File: config.mk
export PLATFORM = sky130hd
export DESIGN_NAME = mpu_spi_arbiter
export DESIGN_NICKNAME = d
export VERILOG_FILES = /design/src/rtl/mpu_arb_pkg.sv /design/src/rtl/rr_pick.sv /design/src/rtl/mpu_spi_arbiter.sv
export SDC_FILE = /design/constraint.sdc
export NUM_CORES = 1
export LEC_CHECK = 0
export ABC_AREA = 1
export CORE_MARGIN = 10
export CORE_UTILIZATION = 39
export DETAILED_ROUTE_END_ITERATION = 16
export PLACE_DENSITY = 0.85
export RECOVER_POWER = 50
export SETUP_SLACK_MARGIN = 0.02
export SYNTH_ARGS = -nofsm -noshare
export SYNTH_HDL_FRONTEND = slang
export SYNTH_SLANG_ARGS = --single-unit
File: constraint.sdc
create_clock -name clk_i -period 2.07 [get_ports clk_i]
set_input_delay 0.621 -clock clk_i [delete_from_list [all_inputs] [get_ports clk_i]]
set_output_delay 0.621 -clock clk_i [all_outputs]
set_load 0.01 [all_outputs]
File: src/rtl/mpu_arb_pkg.sv
// Shared definitions for the MPU SPI register-access arbiter: FSM state
// encoding and read/write select constants.
package mpu_arb_pkg;

  typedef logic [2:0] state_t;

  localparam state_t ST_IDLE      = 3'd0;
  localparam state_t ST_ISSUE     = 3'd1;
  localparam state_t ST_WAIT_RISE = 3'd2;
  localparam state_t ST_WAIT_FALL = 3'd3;
  localparam state_t ST_DONE      = 3'd4;

  localparam logic RD = 1'b1;
  localparam logic WR = 1'b0;

endpackage

File: src/rtl/rr_pick.sv
// Combinational round-robin picker: returns the first set request scanning
// upward from ptr_i+1 (wrapping), as both a one-hot vector and an index.
module rr_pick #(
  parameter  int unsigned N  = 3,
  localparam int unsigned IW = $clog2(N)
) (
  input  logic [N-1:0]  req_i,
  input  logic [IW-1:0] ptr_i,
  output logic          valid_o,
  output logic [N-1:0]  gnt_o,
  output logic [IW-1:0] idx_o
);

  int unsigned   cand;
  logic [IW-1:0] cand_idx;

  always_comb begin
    // NOTE: every variable gets a default first, so no path through the scan infers a latch.
    valid_o  = 1'b0;
    gnt_o    = '0;
    idx_o    = '0;
    cand     = '0;
    cand_idx = '0;
    for (int unsigned k = 1; k <= N; k++) begin
      cand = 32'(ptr_i) + k;
      if (cand >= N) cand = cand - N;
      cand_idx = IW'(cand);
      if (!valid_o && req_i[cand_idx]) begin
        valid_o         = 1'b1;
        gnt_o[cand_idx] = 1'b1;
        idx_o           = cand_idx;
      end
    end
  end

endmodule

File: src/rtl/mpu_spi_arbiter.sv
// Round-robin arbiter sharing one SPI register-access engine between NUM_REQ
// clients. Define MPU_ARB_TIMEOUT_EN to enable the busy-high watchdog (err_o).
module mpu_spi_arbiter
  import mpu_arb_pkg::*;
#(
  parameter int unsigned NUM_REQ        = 3,
  parameter int unsigned ADDR_W         = 7,
  parameter int unsigned DATA_W         = 8,
  parameter int unsigned BUSY_RISE_MAX  = 15,
  parameter int unsigned TIMEOUT_CYCLES = 65535
) (
  input  logic                      clk_i,
  input  logic                      reset_i,
  input  logic [NUM_REQ-1:0]        req_i,
  input  logic [NUM_REQ-1:0]        req_rw_i,
  input  logic [NUM_REQ*ADDR_W-1:0] req_addr_i,
  input  logic [NUM_REQ*DATA_W-1:0] req_wdata_i,
  output logic [NUM_REQ-1:0]        grant_o,
  output logic [NUM_REQ-1:0]        done_o,
  output logic [DATA_W-1:0]         rdata_o,
  output logic                      err_o,
  output logic [ADDR_W-1:0]         mpu_address_o,
  output logic [DATA_W-1:0]         mpu_wr_data_o,
  output logic                      mpu_rd_wr_sel_o,
  output logic                      mpu_start_o,
  input  logic                      mpu_busy_i,
  input  logic [DATA_W-1:0]         mpu_rd_data_i
);

  localparam int unsigned IW     = $clog2(NUM_REQ);
  localparam int unsigned RISE_W = $clog2(BUSY_RISE_MAX + 1);
  localparam int unsigned TO_W   = $clog2(TIMEOUT_CYCLES + 1);

`ifdef MPU_ARB_TIMEOUT_EN
  localparam bit TimeoutEn = 1'b1;
`else
  localparam bit TimeoutEn = 1'b0;
`endif

  state_t              state_q, state_d;
  logic [NUM_REQ-1:0]  grant_q;
  logic [IW-1:0]       rr_ptr_q;
  logic [ADDR_W-1:0]   addr_q;
  logic [DATA_W-1:0]   wdata_q;
  logic                rw_q;
  logic [DATA_W-1:0]   rdata_q;
  logic [RISE_W-1:0]   rise_cnt_q;
  logic [TO_W-1:0]     to_cnt_q;
  logic                err_q;
  logic                timed_out_q;

  logic                pick_valid;
  logic [NUM_REQ-1:0]  pick_gnt;
  logic [IW-1:0]       pick_idx;
  logic [ADDR_W-1:0]   sel_addr;
  logic [DATA_W-1:0]   sel_wdata;
  logic                sel_rw;
  logic                rise_last;
  logic                to_hit;
  logic                take;

  rr_pick #(.N(NUM_REQ)) u_pick (
    .req_i   (req_i),
    .ptr_i   (rr_ptr_q),
    .valid_o (pick_valid),
    .gnt_o   (pick_gnt),
    .idx_o   (pick_idx)
  );

  always_comb begin
    sel_addr  = '0;
    sel_wdata = '0;
    sel_rw    = RD;
    for (int i = 0; i < int'(NUM_REQ); i++) begin
      if (pick_gnt[i]) begin
        sel_addr  = req_addr_i[i*ADDR_W +: ADDR_W];
        sel_wdata = req_wdata_i[i*DATA_W +: DATA_W];
        sel_rw    = req_rw_i[i];
      end
    end
  end

  assign take      = (state_q == ST_IDLE) && pick_valid && !mpu_busy_i;
  assign rise_last = (rise_cnt_q == RISE_W'(BUSY_RISE_MAX - 1));
  // Watchdog fires on the last allowed busy-high cycle; compiled out when disabled.
  assign to_hit    = TimeoutEn && (state_q == ST_WAIT_FALL) && mpu_busy_i &&
                     (to_cnt_q == TO_W'(TIMEOUT_CYCLES - 1));

  always_ff @(posedge clk_i or posedge reset_i) begin
    if (reset_i) state_q <= ST_IDLE;
    else         state_q <= state_d;
  end

  always_comb begin
    state_d = state_q;
    unique case (state_q)
      ST_IDLE:      if (take) state_d = ST_ISSUE;
      ST_ISSUE:     state_d = ST_WAIT_RISE;
      ST_WAIT_RISE: if (mpu_busy_i) state_d = ST_WAIT_FALL;
                    else if (rise_last) state_d = ST_DONE;
      ST_WAIT_FALL: if (!mpu_busy_i || to_hit) state_d = ST_DONE;
      ST_DONE:      state_d = ST_IDLE;
      default:      state_d = ST_IDLE;
    endcase
  end

  always_comb begin
    mpu_start_o = (state_q == ST_ISSUE);
    done_o      = (state_q == ST_DONE) ? grant_q : '0;
  end

  always_ff @(posedge clk_i or posedge reset_i) begin
    if (reset_i) begin
      grant_q     <= '0;
      rr_ptr_q    <= IW'(NUM_REQ - 1);
      addr_q      <= '0;
      wdata_q     <= '0;
      rw_q        <= RD;
      rdata_q     <= '0;
      rise_cnt_q  <= '0;
      to_cnt_q    <= '0;
      err_q       <= 1'b0;
      timed_out_q <= 1'b0;
    end else begin
      // NOTE: state is updated with non-blocking assignments so every register samples pre-edge values.
      rise_cnt_q <= (state_q == ST_WAIT_RISE) ? rise_cnt_q + 1'b1 : '0;
      to_cnt_q   <= (TimeoutEn && state_q == ST_WAIT_FALL) ? to_cnt_q + 1'b1 : '0;
      if (take) begin
        grant_q  <= pick_gnt;
        rr_ptr_q <= pick_idx;
        addr_q   <= sel_addr;
        wdata_q  <= sel_wdata;
        rw_q     <= sel_rw ? RD : WR;
      end
      if (to_hit) begin
        err_q       <= 1'b1;
        timed_out_q <= 1'b1;
      end
      if (state_q == ST_DONE) begin
        if (rw_q == RD) rdata_q <= timed_out_q ? '1 : mpu_rd_data_i;
        grant_q     <= '0;
        timed_out_q <= 1'b0;
      end
    end
  end

  assign grant_o         = grant_q;
  assign rdata_o         = rdata_q;
  assign err_o           = err_q;
  assign mpu_address_o   = addr_q;
  assign mpu_wr_data_o   = wdata_q;
  assign mpu_rd_wr_sel_o = rw_q;

endmodule

**Word-level counts from Yosys, hierarchy flattened**

Index checks and enable logic that the tools add are counted.

- Bits in registers: 36
- RAM bits: 0
- Bits in read-only memories: 0
- Latch bits: 0
- Memories kept: 0

- Shifts and indexed selects: 0
- Equality and inequality tests: 8
- Multiply operators: 0
- Div/mod/pow operators: 0
- Magnitude comparators: 9
- $add $sub $neg: 7
- Reduce and logical (&&, ||, !) cells: 14
- Bitwise operators: 2
- Multiplexer cells: 43

Operator list:

| cell | number |
|---|---|
| $mux W3 | 10 |
| $mux W8 | 3 |
| $mux W7 | 3 |
| $mux W1 | 13 |
| $mux W2 | 6 |
| $pmux W3 S4 | 1 |
| $ge A3 B2 Y1 const B | 3 |
| $lt A2 B3 Y1 const B | 3 |
| $logic_and A1 B1 Y1 | 7 |
| $add A2 B2 Y3 const B | 2 |
| $bmux W1 S2 | 3 |
| $demux W1 S2 | 3 |
| $eq A3 B2 Y1 const B | 2 |
| $ge A2 B1 Y1 const B | 3 |
| $or A3 B3 Y3 | 2 |
| $sub A2 B2 Y2 const B | 3 |
| $add A4 B1 Y4 const B | 1 |
| $eq A4 B4 Y1 const B | 1 |
| $mux W4 | 1 |
| $ne A2 B2 Y1 const B | 2 |
| $add A2 B1 Y3 const B | 1 |
| $eq A3 B1 Y1 const B | 1 |
| $eq A3 B3 Y1 const B | 1 |
| $logic_not A1 Y1 | 3 |
| 5 further kinds | 5 |

**Depth between registers and ports, before layout**

Gate-level depths: netlist of run 1.

- Depth in word-level cells: 16
- Gate-level depth with buffers: 18
- Gate-level depth less buffers: 16

**Cells and area by module**

From an unflattened synthesis of run 1, not the netlist that was laid out.

- Cells, all modules: 290
- Area total of the unflattened synthesis: 2311.0 um^2

Modules (own cells, without submodules):

| module | times used | cells an instance | area each (um^2) |
|---|---|---|---|
| mpu_spi_arbiter | 1 | 232 | 1916.8 |
| rr_pick | 1 | 58 | 394.1 |

**Least setup slack after synthesis of run 1**

No wires, ideal clock.

- Path kind: register to register
- Start point: reg rr_ptr_q[1]
- End point: reg addr_q[3], in the netlist mpu_address_o[3]
- Arrival: 2.019 ns
- Setup slack: -0.065 ns
- Period minus slack after synthesis: 2.135 ns
- Library setup time: 0.116 ns
- Path buffers: 2
- Required time: 1.954 ns
- Stages on the path, launching flop included: 17
- Path through: dfstp_2 > inv_1 > ha_1 > buf_6 > inv_4 > o21ai_0 > nand2_1 > nand2_4 > nor2_8 > nand2_2 > nand2_4 > inv_4 > buf_6 > nor2_2 > nor2_1 > nand2_1 > nand2_1

- Word-level cells in the longest chain between the ends: 15

Ends and longest elaborated chain:

| element | RTL line | RTL |
|---|---|---|
| start: declaration | mpu_spi_arbiter.sv:42 | `logic [IW-1:0] rr_ptr_q;` |
| start signal: assignment | mpu_spi_arbiter.sv:115 | `rr_ptr_q <= IW'(NUM_REQ - 1);` |
| start signal: assignment | mpu_spi_arbiter.sv:130 | `rr_ptr_q <= pick_idx;` |
| $add A2 B1 Y3 | rr_pick.sv:25 | `cand = 32'(ptr_i) + k;` |
| $ge A3 B2 Y1 / $sub A2 B2 Y2 (equally long branches) | rr_pick.sv:26 | `if (cand >= N) cand = cand - N;` |
| $mux W2 | rr_pick.sv:26 |  |
| $lt A2 B3 Y1 (implied by the code) (tied with other cells) | rr_pick.sv:30 | `gnt_o[cand_idx] = 1'b1;` |
| $logic_and A1 B1 Y1 (implied by the code) / $mux W1 (equally long branches) | rr_pick.sv:30, rr_pick.sv:28 |  |
| $mux W1 (on tied branches) | rr_pick.sv:30, rr_pick.sv:28 |  |
| $demux W1 S2 / $logic_not A1 Y1 (equally long branches) | -- |  |
| $mux W3 / $logic_and A1 B1 Y1 (equally long branches) | rr_pick.sv:28 | `if (!valid_o && req_i[cand_idx]) begin` |
| $or A3 B3 Y3 (no line) / $mux W1 (equally long branches) | -- |  |
| $mux W3 / $logic_not A1 Y1 (equally long branches) | rr_pick.sv:28 |  |
| $or A3 B3 Y3 (no line) / $logic_and A1 B1 Y1 (equally long branches) | -- |  |
| $mux W3 | rr_pick.sv:28 |  |
| $mux W7 (3 in series) | mpu_spi_arbiter.sv:75 | `if (pick_gnt[i]) begin` |
| end signal: assignment | mpu_spi_arbiter.sv:131 | `addr_q <= sel_addr;` |
| end: declaration | mpu_spi_arbiter.sv:43 | `logic [ADDR_W-1:0] addr_q;` |

Several ways; a longest one is shown, not always the timed one. The select of a mux whose other input is x is not followed.
A chain may end at the register's enable or synchronous reset.

**Worst setup path in the final report of run 1**

- Start point: reg rr_ptr_q[1]
- End point: reg addr_q[4], in the netlist mpu_address_o[4]

Same word-level chain as after synthesis.

==> out/results.ini, run 1 <==
[pwr]
p_sw_share_pct = 47.04
clkPwrFrac_pct = 6.8
seqPwrFrac_pct = 15.9
netSwitchingPower_mw = 3.492
powerDensity_nw_per_um2 = 1914
max-vdd-ir-drop_uv = 1093
p_comb_share_pct = 77.3
cellLeakagePower_nw = 1.868
p_int_mw = 3.931

[clock_network]
clkLatencyLatePin_ns = 0.29
cts_buffers = 5
cts.sinks = 36
cts.clk_slew.worst_paths_ns = 0.07
clockBufferDepth = 2
htree_levels = 2
cts_tree = done
root_buffer = clkbuf_8

[finish]
num-fill-cells = 462
areaGrowthSynthToFinish_pct = 67.12
nNetsFinal = 495
num_antenna_cells = 0
drive_gt1_share_pct = 26.53
final_area_um2 = 3879

[sta]
worstMarginPinSlew_ns = 0.8955
relSlewSlack_pct = 40.30
fmax_mhz = 458.5
finalSetupTns_ns = -1.052
min_period_ns = 2.181
rsz0062_at_grt = true
timing.hold.ws_ns = 0.4807
clock_skew_ns = 0.007268
period_share_pct = 105.4
setup_violations = 19
finalHoldViolCount = 0
worst_slack_ns = -0.1112
slew_violations = 0

[global_route]
grt_overflow = 0
grt_pass1_vias = 2417
grt_max_degree = 37
track_usage_pct = 14.88
grt_pass1_wl_um = 11810
grt_antenna_before_repair = 0

[setup_path]
crit_path_start_kind = flop
cp_data_required_time_ns = 2.25
critPathMostFrequentCell = nand2_4
cp_slowest_stage_delay_ns = 0.55
end_kind = flop
crit_fanout = 8
path_cells = inv_2 -> ha_4 -> inv_6 -> nand2_4 -> nand3_4 -> nand2_4 -> inv_2 -> nand2_2 -> nand2_4 -> inv_4 -> nand2_8 -> buf_16 -> a21oi_4 -> nand2_2 -> nand2_1 -> nand2_1
cp.arrival_ns = 2.36
critPathKind = reg2reg
slowest_stage = dfstp_2

[synth]
synth_largest_area_cell = dfrtp_1
synth_seq_cells = 36
syn_inst = 306
netlist_area_um2 = 2321
ys_types = 29
synth_area_leaders = dfrtp_1 37%, nand2_1 15%, nor2_1 5.7%
synth_fp_nets = 376
ys_warn_count = 0
synth.top_cell.area_share_pct = 36.66
seq_area_frac_synth_pct = 38.92
syn_avg_cell_area_um2 = 7.585

[routing]
finalWirelength_um = 7680
vias_per_cell = 4.846
drtAntennaViolNets = 0
wl_per_cell_um = 15.33
drcViolationCount = 0
first_iter_violations = 100
firstDrtPassIters = 4
route.vias.total = 2428

[place]
gp_congestion = 0.8805
placed_area_um2 = 3463
dpl.hpwl_um = 5447
portBuffers = 92

[die]
fp.coreArea_um2 = 5851
rows = 28
io-pin-count = 94
die_w_um = 97.15
die_y_um = 97.15
initial_utilization_pct = 39.67
dieArea_um2 = 9437

[run_status]
status = finished with violations
violations = setup timing

[job]
cap_violations = 0

[min_path]
min_path_type = reg2reg

[power groups by stage]
stage | sequential, mW | clock [mW] | combinational (mW)
floorplan | 1.28 | 0 | 2.86
global placement | 1.18 | 0 | 4.47
detailed placement | 1.19 | 0 | 4.56
CTS | 1.18 | 0.515 | 4.96
global route | 1.23 | 0.548 | 6.21
finish | 1.18 | 0.501 | 5.74
[critical path, delay by kind of cell (launching register included)]
| family | cells | cell delay (ns) |
|---|---|---|
| simple gates | 9 | 0.66 |
| flops | 1 | 0.55 |
| buf+inv | 5 | 0.38 |
| fa+ha+maj | 1 | 0.34 |
| compound gates | 1 | 0.12 |
[metrics by stage]
stage,std cells,utilization (%),worst slack (ns),power [mW]
CTS,496,62.45,-0.05895,6.662
global placement,480,59.20,-0.2488,5.647
floorplan,306,-,-0.003433,4.143
global route,501,66.30,-0.1770,7.986
finish,501,66.30,-0.1112,7.423
detailed placement,480,59.20,-0.3009,5.749
[sequential cells by signal, indices dropped and copies added, names as in the netlist]
signal,cells
grant_o,3
mpu_address_o,7
mpu_rd_wr_sel_o,1
mpu_wr_data_o,8
rdata_o,8
rise_cnt_q,4
rr_ptr_q,2
state_q,3
[synth_stat cells]
| cell type | n |
|---|---|
| nand2_1 | 91 |
| nor2_1 | 35 |
| dfrtp_1 | 34 |
| nand3_1 | 25 |
| inv_1 | 24 |
| a21oi_1 | 18 |
| nor2_2 | 11 |
| ha_1 | 8 |
| mux2_2 | 8 |
| nand2_4 | 6 |
| nand2_2 | 5 |
| o21ai_0 | 5 |
| buf_4 | 4 |
| buf_6 | 4 |
| inv_2 | 4 |
| buf_2 | 3 |
| inv_4 | 3 |
| nor3_1 | 3 |
| a21oi_2 | 2 |
| dfstp_2 | 2 |
| nand3_2 | 2 |
| o22ai_1 | 2 |
| a22oi_1 | 1 |
| a31oi_1 | 1 |
| a31oi_2 | 1 |
| conb_1 | 1 |
| nor2_8 | 1 |
| xnor2_1 | 1 |
| xor2_1 | 1 |
[final cells by class]
type                    count  area (um2)  share of cell area [%]
clock buffers               5       68.82                   1.774
clock inverters             3       18.77                  0.4839
inverters                  31       138.9                   3.581
multi-input cells         228        1376                   35.48
flip-flops and latches     36       903.4                   23.29
well taps                  75       93.84                   2.419
repair buffers            123        1279                   32.97
[kinds of logic (layout without fill, tap and decap cells)]
group / Yosys count / in the layout / share of synthesized area [%]
buffers and inverters: 42 / 162 / 9.218
AO/OA/AOI/OAI: 30 / 30 / 7.386
flip-flops: 36 / 36 / 38.92
XOR/XNOR: 2 / 2 / 0.7549
multiplexers: 8 / 8 / 3.882
AND/OR/NAND/NOR: 179 / 179 / 35.36
adder cells (fa/ha/maj): 8 / 8 / 4.313
other: 1 / 1 / 0.1616
[placed cells by master, fill, tap and decap left out, drive strengths merged, types with 20 or more instances in the layout]
| cell type | instances |
|---|---|
| nand2 | 102 |
| clkdlybuf4s50 | 86 |
| nor2 | 47 |
| dfrtp | 34 |
| inv | 31 |
| buf | 28 |
| nand3 | 27 |
| a21oi | 20 |
[worst paths after layout]
check	depth (start not counted)	endpoint	slack [ns]	from
max in group asynchronous	3	mpu_wr_data_o[7]$_DFFE_PP0P_	0.47	reset_i
min in group asynchronous	3	rdata_o[1]$_DFFE_PP0P_	1.04	reset_i
min reg2reg	2	mpu_address_o[3]$_DFFE_PP0P_	0.48	mpu_address_o[3]$_DFFE_PP0P_
min	2	mpu_address_o[3]$_DFFE_PP0P_	0.48	mpu_address_o[3]$_DFFE_PP0P_
max	16	mpu_address_o[4]$_DFFE_PP0P_	-0.11	rr_ptr_q[1]$_DFFE_PP1P_
max reg2reg	16	mpu_address_o[4]$_DFFE_PP0P_	-0.11	rr_ptr_q[1]$_DFFE_PP1P_
[metal layers]
metal | routed length (um) | vias up | GRT usage, %
met5 | 0 | - | 0
met4 | 231 | 0 | 5.108
met3 | 533 | 18 | 5.263
met2 | 3817 | 96 | 25.15
met1 | 3097 | 1113 | 16.92
li1 | - | 1201 | -
[what timing repair did]
item / 4_1_cts / 5_1_grt
pin swaps: 6 / 11
resized for setup: 16 / 40
setup buffers: 6 / 3
gates cloned: 2 / 2
hold buffers: 0 / 0
setup endpoints to repair: 27 / 28
(Power assumes the default switching activity.)
==> run 2: changes to the inputs <==
--- a/config.mk
+++ b/config.mk
@@ -7,9 +7,10 @@
 export LEC_CHECK = 0
 export ABC_AREA = 1
 export CORE_MARGIN = 10
-export CORE_UTILIZATION = 39
+export CORE_UTILIZATION = 40
+export CTS_BUF_LIST = sky130_fd_sc_hd__clkbuf_4
 export DETAILED_ROUTE_END_ITERATION = 16
-export PLACE_DENSITY = 0.85
+export PLACE_DENSITY = 0.87
 export RECOVER_POWER = 50
 export SETUP_SLACK_MARGIN = 0.02
 export SYNTH_ARGS = -nofsm -noshare
==> run 2 against run 1 <==
Effect of this change: the run still ends with setup timing left; core utilization rose by 6.3 points; total power rose by 13%; fmax shrank 3.6%; first-iteration DRC count increased by 66%; via count increased by 6.2%; cell count is 1.6% higher; combinational power increased by 19%; worst hold slack better by 0.021 ns; global-route usage grew 3.2 points; die area down 2.0%; non-clock buffer count up 8; critical path depth decreased by 3; largest cell class unchanged.
==> out/results.ini, run 2 (synthesis results as in run 1) <==
[routing]
drtAntennaViolNets = 0
firstDrtPassIters = 4
drcViolationCount = 0
vias_per_cell = 5.067
wl_per_cell_um = 17.43
first_iter_violations = 166
finalWirelength_um = 8872
route.vias.total = 2579

[sta]
period_share_pct = 109.3
slew_violations = 0
relSlewSlack_pct = 42.50
worst_slack_ns = -0.1922
rsz0062_at_grt = true
finalHoldViolCount = 0
worstMarginPinSlew_ns = 0.8625
min_period_ns = 2.262
setup_violations = 20
clock_skew_ns = 0.01025
finalSetupTns_ns = -2.815
timing.hold.ws_ns = 0.5018
fmax_mhz = 442.1

[setup_path]
cp.arrival_ns = 2.52
crit_fanout = 8
end_kind = flop
critPathKind = reg2reg
cp_data_required_time_ns = 2.33
crit_path_start_kind = flop

[clock_network]
htree_levels = 2
hold_buffers = 0
cts_tree = done
clkLatencyLatePin_ns = 0.36
clockBufferDepth = 2
cts.clk_slew.worst_paths_ns = 0.13
root_buffer = clkbuf_4
cts_buffers = 5
cts.sinks = 36

[job]
cap_violations = 0

[run_status]
status = finished with violations
violations = setup timing

[pwr]
cellLeakagePower_nw = 1.934
max-vdd-ir-drop_uv = 1208
p_total_mw = 8.420
powerDensity_nw_per_um2 = 2082

[die]
io-pin-count = 94
rows = 27
fp.coreArea_um2 = 5574
die_w_um = 96.18
initial_utilization_pct = 41.64
die_y_um = 96.18
dieArea_um2 = 9250

[finish]
num-fill-cells = 391
num_antenna_cells = 0
areaGrowthSynthToFinish_pct = 74.29
layout_commonest_cell = clkdlybuf4s50_1
nNetsFinal = 506
post-route-util_pct = 72.57
mostFrequentLayoutCells = 86 x clkdlybuf4s50_1, 78 x nand2_1, 34 x dfrtp_1
drive_gt1_share_pct = 31.35

[global_route]
grt_pass1_wl_um = 13180
track_usage_pct = 18.03
grt_max_degree = 23
grt_pass1_vias = 2693
grt_antenna_before_repair = 0
grt_overflow = 0

[place]
dpl.hpwl_um = 5622
portBuffers = 92
post-place-ws_ns = -0.3567
gp_congestion = 0.8788

[min_path]
min_path_type = reg2reg

## run 2: cell types whose count changed in the layout (fill, tap and decap cells not counted), moves of 4 or more
cell / delta
buf_4: +7
a21oi_2: +5
nor2_1: -6
nand2_4: +4
nor2_4: +6
clkbuf_8: -5
clkbuf_4: +5
## run 2: final timing paths
check,startpoint,to,slack [ns],cells past startpoint
max in group asynchronous,reset_i,rise_cnt_q[0]$_DFF_PP0_,0.56,3
setup / recovery,rr_ptr_q[1]$_DFFE_PP1P_,mpu_wr_data_o[1]$_DFFE_PP0P_,-0.19,13
min in group asynchronous,reset_i,mpu_address_o[3]$_DFFE_PP0P_,0.87,3
hold reg to reg,mpu_wr_data_o[4]$_DFFE_PP0P_,mpu_wr_data_o[4]$_DFFE_PP0P_,0.50,2
setup reg to reg,rr_ptr_q[1]$_DFFE_PP1P_,mpu_wr_data_o[1]$_DFFE_PP0P_,-0.19,13
hold / removal,mpu_wr_data_o[4]$_DFFE_PP0P_,mpu_wr_data_o[4]$_DFFE_PP0P_,0.50,2
## run 2: what timing repair did
action / in CTS / in global routing
setup buffers: 11 / 7
cloned: 6 / 0
endpoints found under the setup margin: 29 / 27
gates resized for setup: 43 / 49
pin swaps: 13 / 13
## run 2: cell type report
| type | count | area [um2] | area share, % |
|---|---|---|---|
| Clock buffer | 5 | 37.54 | 0.9279 |
| Clock inverter | 3 | 18.77 | 0.4640 |
| Inverter | 31 | 146.4 | 3.619 |
| Multi-Input combinational cell | 230 | 1470 | 36.34 |
| Sequential cell | 36 | 903.4 | 22.33 |
| Tap cell | 72 | 90.09 | 2.227 |
| Timing Repair Buffer | 131 | 1368 | 33.81 |
| Timing Repair inverter | 1 | 11.26 | 0.2784 |
## run 2: routing by layer
layer  global-route usage [%]  routed length, um
met1                    20.51               3571
met2                    31.17               4523
met3                    5.914                645
met4                    5.774                131
met5                        0                  0
## run 2: critical path, cell delays in order (launching register included)
cell and delay, ns:
dfstp_2 0.56, inv_2 0.05, ha_4 0.37, nand2_4 0.08
nand2_2 0.08, nand2_2 0.06, a31oi_4 0.26, nand2_8 0.11
buf_12 0.15, buf_12 0.13, a21oi_2 0.11, nand2_1 0.07
nand2_1 0.06, nand2_1 0.04
## run 2: where the power goes
part,internal (mW),switching [mW]
Clock,0.131,0.276
Combinational,3.27,3.55
Sequential,1.01,0.182
Total,4.41,4.01
## run 2: per-stage QoR
step | std cells | cell area, um2
floorplan | 306 | 2347
global placement | 477 | 3435
detailed placement | 477 | 3435
CTS | 502 | 3856
global route | 509 | 4045
finish | 509 | 4045
==> run 3: changes to the inputs <==
--- a/config.mk
+++ b/config.mk
@@ -7,12 +7,13 @@
 export LEC_CHECK = 0
 export ABC_AREA = 1
 export CORE_MARGIN = 10
-export CORE_UTILIZATION = 40
+export CORE_UTILIZATION = 45
 export CTS_BUF_LIST = sky130_fd_sc_hd__clkbuf_4
 export DETAILED_ROUTE_END_ITERATION = 16
-export PLACE_DENSITY = 0.87
+export PLACE_DENSITY = 0.92
 export RECOVER_POWER = 50
 export SETUP_SLACK_MARGIN = 0.02
+export SLEW_MARGIN = 20
 export SYNTH_ARGS = -nofsm -noshare
 export SYNTH_HDL_FRONTEND = slang
 export SYNTH_SLANG_ARGS = --single-unit
==> constraint.sdc (replaced) <==
create_clock -name clk_i -period 2.8 [get_ports clk_i]
set_input_delay 0.84 -clock clk_i [delete_from_list [all_inputs] [get_ports clk_i]]
set_output_delay 0.84 -clock clk_i [all_outputs]
set_load 0.01 [all_outputs]
==> run 3 against run 2 <==
Effect of this change: die area fell by 8.9%; the run now ends clean; setup slack improved by 0.36 ns; cell count fell by 7.9%.
==> out/results.ini, run 3 (synthesis results as in run 1) <==
[setup_path]
critPathMostFrequentCell = nor2_1
path_cells = nor2_1 -> nand2_1 -> nor2_1 -> clkdlybuf4s50_1
critical_path_cell_count = 4
critPathKind = reg2out
cp.arrival_ns = 1.79
end_kind = output port
reg2regPathDepth = 15
cp_data_required_time_ns = 1.96
path_buf_inv = 1
crit_fanout = 4
r2r_slack_ns = 0.36
cp_top_family = buffers and inverters
slowest_stage = clkdlybuf4s50_1
crit_path_start_kind = flop
cp_slowest_stage_delay_ns = 0.56

[place]
portBuffers = 92
placed_area_um2 = 3269
gp_congestion = 0.8552
post-place-ws_ns = 0.07828
dpl.hpwl_um = 5368
dp_cells = 461

[clock_network]
clockBufferDepth = 2
cts_buffers = 5
htree_levels = 2
clkLatencyLatePin_ns = 0.33
cts.clk_slew.worst_paths_ns = 0.11
cts.sinks = 36
post_cts_buffers = 0
cts_tree = done
root_buffer = clkbuf_4

[sta]
min_period_ns = 2.628
timing.hold.ws_ns = 0.4914
fmax_mhz = 380.5
relSlewSlack_pct = 40.85
period_share_pct = 93.87
worstMarginPinSlew_ns = 0.8873
finalSetupTns_ns = 0
setup_violations = 0
slew_violations = 0
worst_slack_ns = 0.1717
finalHoldViolCount = 0
clock_skew_ns = 0.003896
rsz0062_at_grt = false

[routing]
route.vias.total = 2268
drcViolationCount = 0
wl_per_cell_um = 14.26
vias_per_cell = 4.836
firstDrtPassIters = 5
drtAntennaViolNets = 0
first_iter_violations = 119
finalWirelength_um = 6689

[die]
rows = 26
initial_utilization_pct = 46.03
dieArea_um2 = 8430
io-pin-count = 94
fp.coreArea_um2 = 5042
die_w_um = 91.82
die_y_um = 91.82

[finish]
mostFrequentLayoutCells = 91 x nand2_1, 88 x clkdlybuf4s50_1, 35 x nor2_1
instances_no_fill = 469
layout_commonest_cell = nand2_1
post-route-util_pct = 65.98
nNetsFinal = 468
drive_gt1_share_pct = 14.54
regArea_um2 = 903.4
multi_input_area_um2 = 1206
num_antenna_cells = 0
final_area_um2 = 3327
areaGrowthSynthToFinish_pct = 43.34
num-fill-cells = 433

[global_route]
grt_overflow = 0
grt_pass1_vias = 2311
track_usage_pct = 15.45
grt_max_degree = 37
grt_antenna_before_repair = 0
grt_pass1_wl_um = 10870

[pwr]
p_total_mw = 4.000
clkPwrFrac_pct = 7.3
cellLeakagePower_nw = 1.615
max-vdd-ir-drop_uv = 727.5
powerDensity_nw_per_um2 = 1202
seqPwrFrac_pct = 22.0
p_sw_share_pct = 50.84
p_int_mw = 1.967
p_comb_share_pct = 70.7
netSwitchingPower_mw = 2.033

[min_path]
min_path_cells = 1
min_path_type = reg2reg

[job]
cap_violations = 0

[run_status]
status = finished, final reports clean

-- run 3: cell count changes in the layout (fill, tap and decap cells not counted), moves of 8 or more --
cell / previous run / this run
buf_4: 24 / 3
buf_12: 8 / 0
nand2_1: 78 / 91
a21oi_2: 13 / 2
a21oi_1: 7 / 18
-- run 3: routing by layer --
layer / wire, um / global-route usage (%) / vias to the layer above
met5: 0 / 0 / -
met1: 2768 / 18.58 / 1036
met3: 438 / 4.645 / 11
met4: 121 / 4.242 / 0
li1: - / - / 1142
met2: 3362 / 26.18 / 79
-- run 3: repair_timing --
| item | in CTS | in global routing |
|---|---|---|
| hold buffers | 0 | 0 |
| endpoints found under the setup margin | 0 | 5 |
| resized for setup | 0 | 1 |
-- run 3: power groups by stage --
| stage | logic (mW) | clock network [mW] | registers [mW] |
|---|---|---|---|
| after floorplan | 2.06 | 0 | 0.948 |
| after global placement | 2.75 | 0 | 0.876 |
| after detailed placement | 2.84 | 0 | 0.890 |
| after CTS | 2.85 | 0.294 | 0.880 |
| after global routing | 3.18 | 0.325 | 0.910 |
| final | 2.83 | 0.290 | 0.880 |
-- run 3: layout make-up --
type / count / share of cell area (%)
clock buffer: 7 / 1.580
clock inverter: 1 / 0.1504
inverter: 31 / 3.723
multi-input combinational: 228 / 36.25
sequential: 36 / 27.15
tap: 70 / 2.633
timing repair buffer: 96 / 28.51
-- run 3: path summary, 6_finish.rpt --
check,startpoint,endpoint
setup / recovery,state_q[1]$_DFFE_PP0P_,done_o[1]
min in group asynchronous,reset_i,rise_cnt_q[2]$_DFF_PP0_
setup reg to reg,rr_ptr_q[1]$_DFFE_PP1P_,mpu_address_o[0]$_DFFE_PP0P_
hold reg to reg,rise_cnt_q[0]$_DFF_PP0_,rise_cnt_q[0]$_DFF_PP0_
hold / removal,rise_cnt_q[0]$_DFF_PP0_,rise_cnt_q[0]$_DFF_PP0_
max in group asynchronous,reset_i,mpu_wr_data_o[7]$_DFFE_PP0P_
